==> src/rtl/p4_router_ingress_drr_sched.sv <==
// Packet-granular deficit-round-robin scheduler for the P4 router ingress merge.
// Optional per-port packet counters are built when P4_ROUTER_ING_SCHED_STATS_EN is defined.
module p4_router_ingress_drr_sched #(
  parameter int NUM_PORTS     = 4,
  parameter int QUANTUM_WIDTH = 16,
  parameter int DEFICIT_WIDTH = 20
) (
  input  logic                               clk_ifc,
  input  logic                               areset_ifc,
  input  logic                               enable,
  input  logic [NUM_PORTS-1:0]               port_req,
  input  logic [NUM_PORTS*QUANTUM_WIDTH-1:0] quantum,
  input  logic                               beat_valid,
  input  logic                               beat_last,
  output logic [NUM_PORTS-1:0]               grant,
  output logic                               grant_valid,
  output logic [$clog2(NUM_PORTS)-1:0]       grant_index,
  output logic                               proto_err,
  output logic [NUM_PORTS*32-1:0]            pkt_count
);

  localparam int IW = $clog2(NUM_PORTS);
  localparam int QW = QUANTUM_WIDTH;
  localparam int DW = DEFICIT_WIDTH;
  localparam logic signed [DW-1:0] D_MAX = {1'b0, {(DW-1){1'b1}}};
  localparam logic signed [DW-1:0] D_MIN = {1'b1, {(DW-1){1'b0}}};

  typedef enum logic {SELECT, PKT} state_t;

  state_t               state, state_nxt;
  logic signed [DW-1:0] d [NUM_PORTS];
  logic signed [DW-1:0] d_nxt [NUM_PORTS];
  logic [IW-1:0]        ptr, ptr_nxt;
  logic [IW-1:0]        cur_nxt;
  logic [IW-1:0]        sel, sel_idx;
  logic                 new_visit, nv_nxt;
  logic                 found;
  logic                 gv_nxt, perr_nxt;
  logic [NUM_PORTS-1:0] grant_nxt;
  logic signed [DW-1:0] dsel, dbeat;

  function automatic logic signed [DW-1:0] sat_add(input logic signed [DW-1:0] a,
                                                   input logic [QW-1:0] q);
    logic signed [DW:0] s;
    s = $signed({a[DW-1], a}) + $signed({{(DW+1-QW){1'b0}}, q});
    if (s[DW] != s[DW-1]) return D_MAX;
    return s[DW-1:0];
  endfunction

  function automatic logic signed [DW-1:0] sat_dec(input logic signed [DW-1:0] a);
    if (a == D_MIN) return D_MIN;
    return a - {{(DW-1){1'b0}}, 1'b1};
  endfunction

  function automatic logic is_pos(input logic signed [DW-1:0] a);
    return !a[DW-1] && (a != '0);
  endfunction

  function automatic logic [IW-1:0] next_port(input logic [IW-1:0] i);
    if (int'(i) == NUM_PORTS - 1) return '0;
    return i + 1'b1;
  endfunction

  always_comb begin
    state_nxt = state;
    d_nxt     = d;
    ptr_nxt   = ptr;
    nv_nxt    = new_visit;
    cur_nxt   = grant_index;
    gv_nxt    = grant_valid;
    perr_nxt  = proto_err;
    found     = 1'b0;
    sel       = '0;
    sel_idx   = '0;
    dsel      = '0;
    dbeat     = '0;
    case (state)
      SELECT: begin
        // A beat with no grant is a protocol violation and is never charged.
        if (beat_valid) perr_nxt = 1'b1;
        if (enable) begin
          for (int k = 0; k < NUM_PORTS; k++) begin
            sel_idx = IW'((int'(ptr) + k) % NUM_PORTS);
            if (!found) begin
              if (port_req[sel_idx]) begin
                found = 1'b1;
                sel   = sel_idx;
              end else begin
                d_nxt[sel_idx] = '0;
              end
            end
          end
          if (found) begin
            dsel       = new_visit ? sat_add(d[sel], quantum[sel*QW +: QW]) : d[sel];
            d_nxt[sel] = dsel;
            if (is_pos(dsel)) begin
              state_nxt = PKT;
              gv_nxt    = 1'b1;
              cur_nxt   = sel;
            end else begin
              ptr_nxt = next_port(sel);
              nv_nxt  = 1'b1;
            end
          end else begin
            d_nxt = d;
          end
        end
      end
      PKT: begin
        if (beat_valid) begin
          dbeat              = sat_dec(d[grant_index]);
          d_nxt[grant_index] = dbeat;
          if (beat_last) begin
            state_nxt = SELECT;
            gv_nxt    = 1'b0;
            if (is_pos(dbeat)) begin
              ptr_nxt = grant_index;
              nv_nxt  = 1'b0;
            end else begin
              ptr_nxt = next_port(grant_index);
              nv_nxt  = 1'b1;
            end
          end
        end
      end
      default: state_nxt = SELECT;
    endcase
    grant_nxt = '0;
    if (gv_nxt) grant_nxt[cur_nxt] = 1'b1;
  end

  always_ff @(posedge clk_ifc or posedge areset_ifc) begin
    if (areset_ifc) begin
      state       <= SELECT;
      ptr         <= '0;
      new_visit   <= 1'b1;
      grant_index <= '0;
      grant_valid <= 1'b0;
      grant       <= '0;
      proto_err   <= 1'b0;
      for (int i = 0; i < NUM_PORTS; i++) d[i] <= '0;
    end else begin
      state       <= state_nxt;
      ptr         <= ptr_nxt;
      new_visit   <= nv_nxt;
      grant_index <= cur_nxt;
      grant_valid <= gv_nxt;
      grant       <= grant_nxt;
      proto_err   <= perr_nxt;
      d           <= d_nxt;
    end
  end

`ifdef P4_ROUTER_ING_SCHED_STATS_EN
  logic [31:0] cnt [NUM_PORTS];

  always_ff @(posedge clk_ifc or posedge areset_ifc) begin
    if (areset_ifc) begin
      for (int i = 0; i < NUM_PORTS; i++) cnt[i] <= '0;
    end else if (beat_valid && beat_last) begin
      for (int i = 0; i < NUM_PORTS; i++)
        if (grant[i]) cnt[i] <= cnt[i] + 32'd1;
    end
  end

  for (genvar g = 0; g < NUM_PORTS; g++) begin : g_cnt
    assign pkt_count[g*32 +: 32] = cnt[g];
  end
`else
  assign pkt_count = '0;
`endif

endmodule

==> config.mk <==
export PLATFORM = sky130hd
export DESIGN_NAME = p4_router_ingress_drr_sched
export DESIGN_NICKNAME = d
export VERILOG_FILES = /design/src/rtl/p4_router_ingress_drr_sched.sv
export SDC_FILE = /design/constraint.sdc
export NUM_CORES = 1
export LEC_CHECK = 0
export CAP_MARGIN = 20
export CORE_MARGIN = 1
export CORE_UTILIZATION = 53
export DETAILED_ROUTE_END_ITERATION = 7
export MAX_ROUTING_LAYER = met4
export PLACE_DENSITY = 0.9
export SYNTH_ARGS = -nofsm -noshare
export SYNTH_HDL_FRONTEND = slang
export SYNTH_SLANG_ARGS = --single-unit
==> constraint.sdc <==
create_clock -name clk_ifc -period 9.3 [get_ports clk_ifc]
set_input_delay 1.395 -clock clk_ifc [delete_from_list [all_inputs] [get_ports clk_ifc]]
set_output_delay 1.395 -clock clk_ifc [all_outputs]
set_load 0.005 [all_outputs]
# After elaboration in Yosys (flattened, before gate mapping)
# Cells that the tools add are included.
# totals
ff_bits	92
latch_bits	0
ram_bits	0
rom_bits	0
inputBits	73
out_inout_bits	136
elab_cells	212
memories	0
# op_classes
addsub	7
n_mul	0
div_mod_pow	0
magnitude_cmp	18
n_eq_ne	9
n_shift	1
n_mux	135
n_bitwise	15
n_reduce_logical	16
# ops
op	n
80-bit two-way mux	18
20-bit two-way mux	20
80-bit AND	4
80-bit NOT	4
20-bit demux with 2-bit select	6
80-bit bitwise mux	2
80-bit case mux with 2 select lines	1
20-bit binary-select mux with 2-bit select	2
64-bit by 7-bit variable part select with 16-bit output	1
1-bit two-way mux	53
2-bit two-way mux	23
20-bit nonzero test	2
20-bit by 17-bit adder with 21-bit output	1
20-bit == test, second input constant	1
20-bit by 1-bit subtractor with 20-bit output, second input constant	1
3-bit greater-or-equal comparator, second input constant	6
3-bit by 1-bit less-than comparator with 1-bit output, second input constant	6
2-bit NOT with 3-bit output	6
2-bit by 3-bit less-than comparator with 1-bit output, second input constant	5
2-bit != test, second input constant	5
1-bit logical AND	9
1-bit binary-select mux with 2-bit select	4
2-bit by 1-bit adder with 2-bit output, second input constant	3
1-bit case mux with 2 select lines	3
other kinds (12)	15

# Logic depth before layout (Yosys ltp)
# Gate-level depths: netlist of run 1.
# logic_depth
ltp_word	40
ltp_mapped	34

# Least setup slack after synthesis of run 1
# Ideal clock, no wire load.
# synth_path
path_type	input -> register
startpoint	in port_req[2]
endpoint	reg ptr[0]
setup_time_ns	0.128
arrival_ns	7.143
required_ns	9.172
setup_slack_ns	2.029
cell_stages	27
n_path_buf	5
path_cell_list	mux4_2 nand2b_4 and3_1 buf_4 nor2_8 buf_6 clkbuf_1 clkbuf_1 a31oi_1 ha_1 a21oi_1 a21boi_0 o21a_1 o31a_1 a211o_1 and3_1 xnor2_1 ha_1 clkbuf_1 nor2_1 o31ai_1 and3_4 nor4_1 o2111ai_1 o31ai_2 a21boi_1 mux2_1
# synth_via
elab_chain_len	33
# synth_rtl
item	line_no	rtl
from (decl)	11	input logic [NUM_PORTS-1:0] port_req,
branches (longest 33 deep; another with 1-bit binary-select mux with 2-bit select)	-	
to (signal assigned)	144	ptr <= ptr_nxt;
to (decl)	33	logic [IW-1:0] ptr, ptr_nxt;
# Several ways; the timed one is not identified. The select of a mux whose other input is x is not followed.
# A chain may end at the register's enable or synchronous reset.

# Worst setup path after layout of run 1
# layout_path
startpoint	in port_req[1]
endpoint	reg grant[2]
# layout_via
elab_chain_len	40
# layout_rtl
item	line_no	rtl
branches (longest 39 deep; another with 1-bit binary-select mux with 2-bit select)	-	
4-bit two-way mux *	129	if (gv_nxt) grant_nxt[cur_nxt] = 1'b1;
via grant_nxt[2]	39	logic [NUM_PORTS-1:0] grant_nxt;
to (signal assigned)	148	grant <= grant_nxt;
to (decl)	15	output logic [NUM_PORTS-1:0] grant,
# Mark *: on every way through the listed nets, which the timed path passes. The select of a mux whose other input is x is not followed.

==> results by group, run 1 <==
Outcome
  – Status: finished with violations
  – Failing checks: DRC

Global route
  – GRT Total Usage: 0.346
  – GRT met2 Usage: 0.524
  – GR Overflow Total: 0
  – Antenna violations before repair: 0
  – First-pass GRT wire length: 50,700 um
  – Global routing usage on met1: 0.400
  – Vias in the first global route: 9,272
  – Pin count of the biggest net entering global routing: 91
  – Gr busiest metal: met2
  – M3 GR Usage: 0.114

Clocking
  – Clock root cell: clkbuf_16
  – Longest Clk Path Bufs: 2
  – CTS resizes: 0
  – CTS Buf Count: 9
  – Clk sinks: 92
  – CTS tree: yes
  – Clk slew on worst S/H paths: 60 ps
  – H-tree depth: 3
  – Hold-fix buffers, CTS: 0
  – Postcts setup bufs: 0
  – Clock Latency Late Sink: 370 ps

Drt
  – Via density: 6.82
  – DRC viols: 26
  – Initial drt markers: 1,556
  – Post-route ant nets: 0
  – Overall routed net length: 32,600 um
  – First-pass detailed-route iteration total: 8
  – Via count: 9,971
  – Routed len/inst: 22.3 um

STA
  – Fmax: 116 MHz
  – Slew HR: 0.250
  – Period utilization: 0.930
  – Final worst slack: 649 ps
  – Fin. max-slew vios: 0
  – Setup-failing EPs final: 0
  – Final hold violations: 0
  – Worst Clk Skew: 11.5 ps
  – Setup TNS: 0 ps
  – Post-route minimum period: 8650 ps
  – Slew @ Worst Pin: 1130 ps
  – RSZ-0062 raised after global routing: no

Placed design
  – PortBufs: 80
  – Pre-CTS setup slack: 469 ps
  – GPL Wtd Cong: 1.00
  – Dpl hpwl: 22,000 um
  – DP Cell Count: 1,445

Critical path
  – Worst Path Max Fanout: 38
  – Worst EP required: 9580 ps
  – Reg-to-reg startpoint: ptr[1]
  – RR Endpoint: grant[2]
  – Crit path kind: input port to flop
  – R2r setup slk: 1080 ps
  – Reg2Reg Depth: 26
  – CP arrival: 8940 ps
  – CP Launch Type: input port
  – CP endpoint kind: flop

Worst hold path
  – Hold path depth: 1
  – HP Start: proto_err
  – Class of the worst hold path: flop to flop
  – WHS Endpoint: proto_err

Yosys
  – Async SR Flop Fraction: 1.00
  – Register area share after synthesis: 0.233
  – Cell area after synthesis: 9900 um^2
  – Flops & latches, synth: 92
  – Cells after Synth: 1,207
  – Syn_area_per_cell: 8.21 um^2
  – Synth cell types: 87
  – Yosys warns: 0
  – Ys flop type: dfrtp_1
  – Post-synth EDFFs: 0

Cells and area
  – Filler-free cell count of the finished design: 1,463
  – Share of cells above drive strength 1: 0.0843
  – Footprint of the multi-input gates: 6660 um^2
  – Fillers: 1,561
  – Layout area overhead: 7.18%
  – Finished Core Util: 0.585
  – N_diodes: 0
  – FF/Latch Area: 2300 um^2
  – NumNets Final: 1,334

Floorplanning
  – Chip height: 139 um
  – Die width: 139 um
  – Ports: 209
  – Core area: 18,100 um^2
  – DIE AREA: 19,200 um^2
  – Site row count: 49
  – Starting density of the core: 0.546

Run
  – Max-Cap Viols: 0
how the worst max path moves through the flow:
stage                      startpoint        to  cells past startpoint
final                     port_req[1]  grant[2]                     25
after global routing      port_req[1]  grant[0]                     25
after CTS                 port_req[1]  grant[2]                     25
after detailed placement  port_req[1]  grant[3]                     25
after global placement    port_req[1]  grant[0]                     25
after floorplan           port_req[2]    ptr[0]                     27
flip-flops by register name, indices dropped and copies added, names as in the netlist:
name and cells:
d 80, new_visit 1, proto_err 1, state 1, grant_valid 1, grant 4
ptr 2, grant_index 2
Yosys cell counts, drive strengths merged, types with 3 or more instances:
| master | n | share of area |
|---|---|---|
| buf | 154 | 0.11 |
| nand2 | 148 | 0.056 |
| nor2 | 94 | 0.037 |
| dfrtp | 91 | 0.23 |
| a21oi | 87 | 0.044 |
| a22oi | 71 | 0.054 |
| clkbuf | 57 | 0.022 |
| o21a | 44 | 0.033 |
| o221ai | 44 | 0.039 |
| o21ai | 36 | 0.019 |
| ha | 31 | 0.039 |
| a31oi | 29 | 0.020 |
| mux4 | 27 | 0.061 |
| mux2i | 26 | 0.027 |
| inv | 25 | 0.010 |
| and3 | 24 | 0.016 |
| xnor2 | 16 | 0.014 |
| nor3 | 15 | 0.0081 |
| a22o | 13 | 0.012 |
| nand3 | 13 | 0.0066 |
| xor2 | 12 | 0.011 |
| a21o | 11 | 0.0083 |
| nand4 | 11 | 0.0069 |
| nor4 | 11 | 0.0091 |
| and2 | 10 | 0.0066 |
| mux2 | 9 | 0.011 |
| nand2b | 7 | 0.0059 |
| a211o | 6 | 0.0053 |
| nor2b | 6 | 0.0038 |
| or2 | 6 | 0.0038 |
| or3 | 6 | 0.0038 |
| a211oi | 5 | 0.0043 |
| a221o | 5 | 0.0051 |
| a31o | 4 | 0.0035 |
| o21bai | 4 | 0.0030 |
| a21boi | 3 | 0.0023 |
| and4 | 3 | 0.0027 |
| and4b | 3 | 0.0030 |
| nor3b | 3 | 0.0023 |
| o22a | 3 | 0.0027 |
| o31ai | 3 | 0.0028 |
| or4 | 3 | 0.0023 |
stage by stage:
| step | hold slack (ps) | area, um^2 |
|---|---|---|
| finish | 471 | 10600 |
| detailed placement | 453 | 10300 |
| global route | 517 | 10600 |
| CTS | 467 | 10600 |
| floorplan | 451 | 10400 |
| global placement | 444 | 10200 |
routing by layer:
metal  share of wire  up-vias
met5               0        -
met3            0.14      193
met4           0.061        0
li1                -     4277
met2            0.45      867
met1            0.35     4634
logic make-up after synthesis:
logic type      after synthesis  synth area share
simple gates                367             0.178
buf+inv                     236             0.145
flops                        92             0.233
mux                          62            0.0994
other cells                   1          0.000379
fa+ha+maj                    32            0.0412
xor+xnor                     28            0.0248
compound gates              389             0.279
worst max-delay path: stages:
cell and delay [ps]:
clkdlybuf4s50_1 530, mux4_2 590, nand2b_4 200, and3_1 300, nor2_8 290, inv_4 240
a211o_1 340, o211ai_1 180, inv_1 90, ha_1 240, fa_1 470, a21oi_1 190
o21ai_0 170, a211o_1 300, a221o_1 380, a31oi_1 200, ha_1 450, nor2_1 440
o31ai_1 160, and3_4 220, nor4_1 280, o2111ai_1 180, o31ai_2 350, or4b_1 460
mux2i_1 260
placed cells by master (no fill, tap or decap), drive strengths merged, types with 16 or more instances in the layout:
cell | synthesis | layout
o21ai | 36 | 36
a22oi | 71 | 71
o221ai | 44 | 44
dfrtp | 91 | 91
ha | 31 | 31
mux2i | 26 | 26
inv | 25 | 24
a21oi | 87 | 87
a31oi | 29 | 29
clkdlybuf4s50 | 0 | 80
nand2 | 148 | 148
conb | 1 | 128
and3 | 24 | 24
o21a | 44 | 44
nor2 | 94 | 94
xnor2 | 16 | 16
mux4 | 27 | 27
layout make-up:
class                      instances  share of cell area
clock inverter                     3             0.00648
sequential                        92               0.217
inverter                          25             0.00967
clock buffer                      13              0.0245
tap                              229              0.0270
multi-input combinational       1006               0.627
timing repair buffer              95              0.0878
Power of run 1 is not shown: default switching activity piles up to over one toggle a cycle in this logic, so the estimate is an artifact.
==> run 2, diff against run 1 <==
==> constraint.sdc (replaced) <==
create_clock -name clk_ifc -period 9.3 [get_ports clk_ifc]
set_input_delay 2.79 -clock clk_ifc [delete_from_list [all_inputs] [get_ports clk_ifc]]
set_output_delay 2.79 -clock clk_ifc [all_outputs]
set_load 0.005 [all_outputs]
==> run 2 against run 1 <==
Hold slack got worse by 14 ps. The flow still finishes with violations (DRC). Critical path type unchanged. Maximum frequency decreased by 2.8%. Clock skew is essentially flat. Global-route usage down 0.53 points. Count of clock-buffer cells in the layout decreased by 3. Cell area increased by 1.5%. Sequential share of layout area shrank 0.33 points. First-iteration DRC count fell by 9.5%. Routed wire length fell by 0.68%. Die area is the same.
==> results by group, run 2 (synthesis results as in run 1) <==
Cells and area
  – Finished Core Util: 0.594 (+0.00896)
  – N_diodes: 0 (unchanged)
  – Share of cells above drive strength 1: 0.101 (+0.0171)
  – Most frequent cells in the layout: nand2_1 (147), conb_1 (128), nor2_1 (90), dfrtp_1 (90), a21oi_1 (85)
  – Most common cell after layout, fill and taps aside: nand2_1
  – NumNets Final: 1,353 (+1.4%)
  – Layout area overhead: 8.82%
  – FF/Latch Area: 2300 um^2 (unchanged)
  – Footprint of the multi-input gates: 6670 um^2 (+0.11%)
  – Max reg flops: 80 (unchanged)
  – Top reg by flops: d
  – Regs by FF count: d (80), grant (4)
  – Fillers: 1,545 (-1.0%)

Placed design
  – Pre-CTS setup slack: -45.6 ps (-515 ps)
  – Dpl hpwl: 22,200 um (+0.81%)
  – PortBufs: 80 (unchanged)
  – GPL Wtd Cong: 1.04 (+3.5%)

Floorplanning
  – DIE AREA: 19,200 um^2 (unchanged)
  – Ports: 209 (unchanged)
  – Die width: 139 um (unchanged)
  – Starting density of the core: 0.546 (unchanged)
  – Core area: 18,100 um^2 (unchanged)
  – Chip height: 139 um (unchanged)
  – Site row count: 49 (unchanged)

Drt
  – First-pass detailed-route iteration total: 8 (unchanged)
  – Routed len/inst: 21.8 um (-2.0%)
  – DRC viols: 49 (+88%)
  – Via count: 10,100 (+0.79%)
  – Overall routed net length: 32,400 um (-0.68%)
  – Post-route ant nets: 0 (unchanged)
  – Initial drt markers: 1,408 (-9.5%)
  – Via density: 6.78 (-0.50%)

STA
  – Final worst slack: 396 ps (-253 ps)
  – Setup TNS: 0 ps (unchanged)
  – Fin. max-slew vios: 0 (unchanged)
  – Slew HR: 0.174 (-0.0761)
  – RSZ-0062 raised after global routing: no
  – Min Hold Slack: 458 ps (-13.6 ps)
  – Period utilization: 0.957 (+0.0272)
  – Post-route minimum period: 8900 ps (+253 ps)
  – Final hold violations: 0 (unchanged)
  – Slew @ Worst Pin: 1240 ps (+114 ps)
  – Setup-failing EPs final: 0 (unchanged)
  – Fmax: 112 MHz (-2.8%)
  – Worst Clk Skew: 11.1 ps (-0.430 ps)

Clocking
  – Hold-fix buffers, CTS: 0 (unchanged)
  – Clk slew on worst S/H paths: 70 ps (about the same)
  – CTS Buf Count: 9 (unchanged)
  – CTS tree: yes
  – Clock root cell: clkbuf_16
  – Clock Latency Late Sink: 350 ps (-20 ps)
  – H-tree depth: 3 (unchanged)
  – Longest Clk Path Bufs: 2 (unchanged)
  – Clk sinks: 92 (unchanged)

Outcome
  – Failing checks: DRC
  – Status: finished with violations

Global route
  – First-pass GRT wire length: 50,200 um (-0.90%)
  – GRT Total Usage: 0.341 (-0.00534)
  – GR Overflow Total: 0 (unchanged)
  – Vias in the first global route: 9,193 (-0.85%)
  – Antenna violations before repair: 0 (unchanged)
  – Pin count of the biggest net entering global routing: 91 (unchanged)

Critical path
  – Crit path kind: input port to flop
  – Worst Path Max Fanout: 21 (-45%)
  – CP arrival: 9140 ps (+200 ps)
  – Worst EP required: 9540 ps (-40 ps)
  – Reg2Reg Depth: 26 (unchanged)
  – CP endpoint kind: flop
  – CP Launch Type: input port

Worst hold path
  – Hold path depth: 1 (unchanged)
  – Class of the worst hold path: flop to flop

Run
  – Max-Cap Viols: 0 (unchanged)
## run 2: layout make-up
type,instances,share of cell area
clock buffers,10,0.0212
clock inverters,6,0.00615
inverters,25,0.00952
multi-input cells,1006,0.619
flip-flops and latches,92,0.214
well taps,229,0.0266
repair buffers,114,0.104
## run 2: routing by layer
metal / GRT usage / wire (um) / up-vias
li1: - / - / 4308
met4: 0.173 / 1820 / 0
met3: 0.107 / 4780 / 206
met2: 0.517 / 14200 / 868
met5: - / 0 / -
met1: 0.408 / 11500 / 4668
## run 2: path summary, 6_finish.rpt
| check | from | end | slack, ps |
|---|---|---|---|
| max in group asynchronous | areset_ifc | d[51] | 5310 |
| max | port_req[3] | ptr[0] | 400 |
| max reg2reg | ptr[1] | ptr[0] | 2220 |
| min | proto_err | proto_err | 460 |
| min reg2reg | proto_err | proto_err | 460 |
| min in group asynchronous | areset_ifc | d[27] | 2690 |
## run 2: per-stage QoR
| stage | std cells | instance area (um^2) |
|---|---|---|
| 2_1_floorplan | 1334 | 10400 |
| 3_3_place_gp | 1462 | 10400 |
| 3_5_place_dp | 1462 | 10400 |
| 4_1_cts | 1478 | 10700 |
| 5_1_grt | 1482 | 10800 |
| 6_report | 1482 | 10800 |
## run 2: critical path: stages
cell and delay (ps):
clkdlybuf4s50_1 500, mux4_2 580, nand2b_4 200, and3_2 300, nor2_8 190, inv_4 50
buf_4 220, a211oi_1 200, a31oi_1 110, ha_1 390, a21oi_1 200, a21boi_0 120
o21a_1 200, o31a_1 300, a211o_1 310, and3_1 160, xnor2_1 120, ha_1 340
o21ai_0 200, a21bo_2 320, nor4_1 280, o2111ai_1 160, o31ai_2 350, a21boi_1 180
mux2_1 360
## run 2: repair_timing
item,CTS,global route
setup endpoints to repair,0,9
setup buffers,0,2
gates resized for setup,0,3
hold endpoints to repair,0,0
Power of run 2 is left out for the same reason.
==> run 3, diff against run 2 <==
- GPL_TIMING_DRIVEN: default -> 0
==> run 3 against run 2 <==
The run still ends with DRC left. Core utilization up 6.7 points. Critical path type unchanged. Global-route usage grew 7.3 points. Routed wire length is 20% higher. Register-to-register slack worse by 260 ps. Maximum frequency increased by 0.67%. Clock skew about the same. Via count increased by 9.9%. Non-clock buffer count rose by 182. First-iteration DRC count up 57%. Critical path depth up 1. Hold slack better by 5.2 ps. Sequential share of layout area is 2.2 points lower.
==> results by group, run 3 (synthesis results as in run 1) <==
Outcome
  – Status: finished with violations
  – Failing checks: DRC

Drt
  – Post-route ant nets: 0 (unchanged)
  – Initial drt markers: 2,213 (+57%)
  – DRC viols: 65 (+33%)
  – Via density: 6.64 (-2.0%)
  – Routed len/inst: 23.4 um (+7.1%)
  – Routed length on met3: 6370 um (+33%)
  – Overall routed net length: 38,900 um (+20%)
  – Via count: 11,000 (+9.9%)
  – M1 wire length: 13,000 um (+13%)
  – First-pass detailed-route iteration total: 8 (unchanged)
  – Highest metal used: met4
  – WL met2: 16,600 um (+16%)

STA
  – Setup-failing EPs final: 0 (unchanged)
  – Fmax: 113 MHz (+0.67%)
  – RSZ-0062 raised after global routing: no
  – Slew HR: 0.289 (+0.115)
  – Final hold violations: 0 (unchanged)
  – Final worst slack: 456 ps (+59.5 ps)
  – Post-route minimum period: 8840 ps (-59.5 ps)
  – Worst Clk Skew: 10.6 ps (-0.437 ps)
  – Fin. max-slew vios: 0 (unchanged)
  – Slew @ Worst Pin: 1060 ps (-183 ps)
  – Period utilization: 0.951 (-0.00640)

Floorplanning
  – DIE AREA: 19,200 um^2 (unchanged)
  – Starting density of the core: 0.546 (unchanged)
  – Site row count: 49 (unchanged)
  – Chip height: 139 um (unchanged)
  – Core area: 18,100 um^2 (unchanged)
  – Die width: 139 um (unchanged)
  – Ports: 209 (unchanged)

Critical path
  – RR Endpoint: ptr[0]
  – CP endpoint kind: flop
  – Reg2Reg Depth: 28 (+7.7%)
  – CP Buf/Inv Count: 5 (+2)
  – CP Launch Type: input port
  – Reg-to-reg startpoint: ptr[0]
  – R2r setup slk: 1960 ps (-260 ps)
  – CP arrival: 9090 ps (-50 ps)
  – Crit path max-delay family: compound AO/OA/AOI/OAI gates
  – Worst EP required: 9550 ps (about the same)
  – Crit-path slowest cell: mux4_2
  – Slowest stage delay, CP: 520 ps (-60 ps)
  – Crit path kind: input port to flop
  – Worst Path Max Fanout: 10 (-52%)

Cells and area
  – NumNets Final: 1,535 (+13%)
  – Fillers: 1,522 (-1.5%)
  – FF/Latch Area: 2300 um^2 (about the same)
  – Layout area overhead: 21.2%
  – Finished Core Util: 0.661 (+0.0675)
  – Top reg by flops: d
  – Most common cell after layout, fill and taps aside: nand2_1
  – N_diodes: 0 (unchanged)
  – Max reg flops: 80 (unchanged)
  – Share of cells above drive strength 1: 0.178 (+0.0765)
  – Footprint of the multi-input gates: 6730 um^2 (+0.96%)
  – Most frequent cells in the layout: nand2_1 (147), buf_4 (140), conb_1 (128)
  – Regs by FF count: d (80), grant (4)

Clocking
  – Clock root cell: clkbuf_16
  – CTS tree: yes
  – Hold-fix buffers, CTS: 0 (unchanged)
  – H-tree depth: 3 (unchanged)
  – Longest Clk Path Bufs: 2 (unchanged)
  – Clk sinks: 92 (unchanged)
  – Clock Latency Late Sink: 360 ps (about the same)
  – Clk slew on worst S/H paths: 70 ps (about the same)
  – CTS Buf Count: 9 (unchanged)

Global route
  – First-pass GRT wire length: 58,800 um (+17%)
  – GRT Total Usage: 0.413 (+0.0725)
  – GR Overflow Total: 0 (unchanged)
  – Pin count of the biggest net entering global routing: 72 (-21%)
  – Antenna violations before repair: 0 (unchanged)
  – Vias in the first global route: 10,400 (+13%)

Placed design
  – GPL Wtd Cong: 1.15 (+11%)
  – Pre-CTS setup slack: -1210 ps (-1170 ps)
  – PortBufs: 80 (unchanged)
  – Dpl hpwl: 28,100 um (+27%)

Worst hold path
  – Class of the worst hold path: flop to flop
  – WHS Endpoint: proto_err
  – Hold path depth: 1 (unchanged)
  – HP Start: proto_err

Run
  – Max-Cap Viols: 0 (unchanged)
==> run 3: changes by cell type in the layout (fill, tap and decap cells not counted), moves of 5 or more <==
cell | previous run | this run
buf_4 | 28 | 140
buf_6 | 0 | 5
buf_1 | 0 | 6
clkbuf_2 | 0 | 5
buf_2 | 0 | 7
clkbuf_1 | 1 | 48
==> run 3: area by class of cell <==
class | count | share of cell area
inverter | 25 | 0.00865
multi-input combinational | 1006 | 0.561
tap | 229 | 0.0239
buffer | 208 | 0.112
sequential | 92 | 0.192
clock inverter | 5 | 0.00834
timing repair buffer | 88 | 0.0742
clock buffer | 10 | 0.0199
==> run 3: per-stage QoR <==
stage	std cells	TNS, ps	hold slack (ps)	instance area (um^2)
floorplan	1334	0	451	10400
global placement	1643	-29040	444	11500
detailed placement	1644	-35710	451	11500
CTS	1661	0	465	11900
global route	1663	0	485	12000
finish	1663	0	463	12000
==> run 3: repair_timing <==
item / CTS / global route
resized for setup: 21 / 26
setup buffers: 4 / 3
setup endpoints to repair: 43 / 31
pin swaps: 3 / 6
==> run 3: routing by layer <==
metal | vias to the layer above | track usage
li1 | 4676 | -
met1 | 4970 | 0.477
met2 | 1085 | 0.599
met3 | 317 | 0.167
met4 | 0 | 0.257
met5 | - | -
==> run 3: worst reg2reg max path, delay by kind of cell (launching register included) <==
kind | cells | cell delay, ps
compound gates | 12 | 2820
fa+ha+maj | 4 | 1450
buf+inv | 6 | 920
simple gates | 4 | 840
mux | 2 | 740
flops | 1 | 460
==> run 3: worst max path at each step <==
stage,endpoint,cells past startpoint,startpoint
floorplan,ptr[0],27,port_req[2]
global placement,ptr[0],28,port_req[1]
detailed placement,ptr[0],28,port_req[1]
CTS,ptr[0],25,port_req[1]
global route,grant[2],28,port_req[1]
finish,ptr[0],26,port_req[1]
Power of run 3 is left out for the same reason.
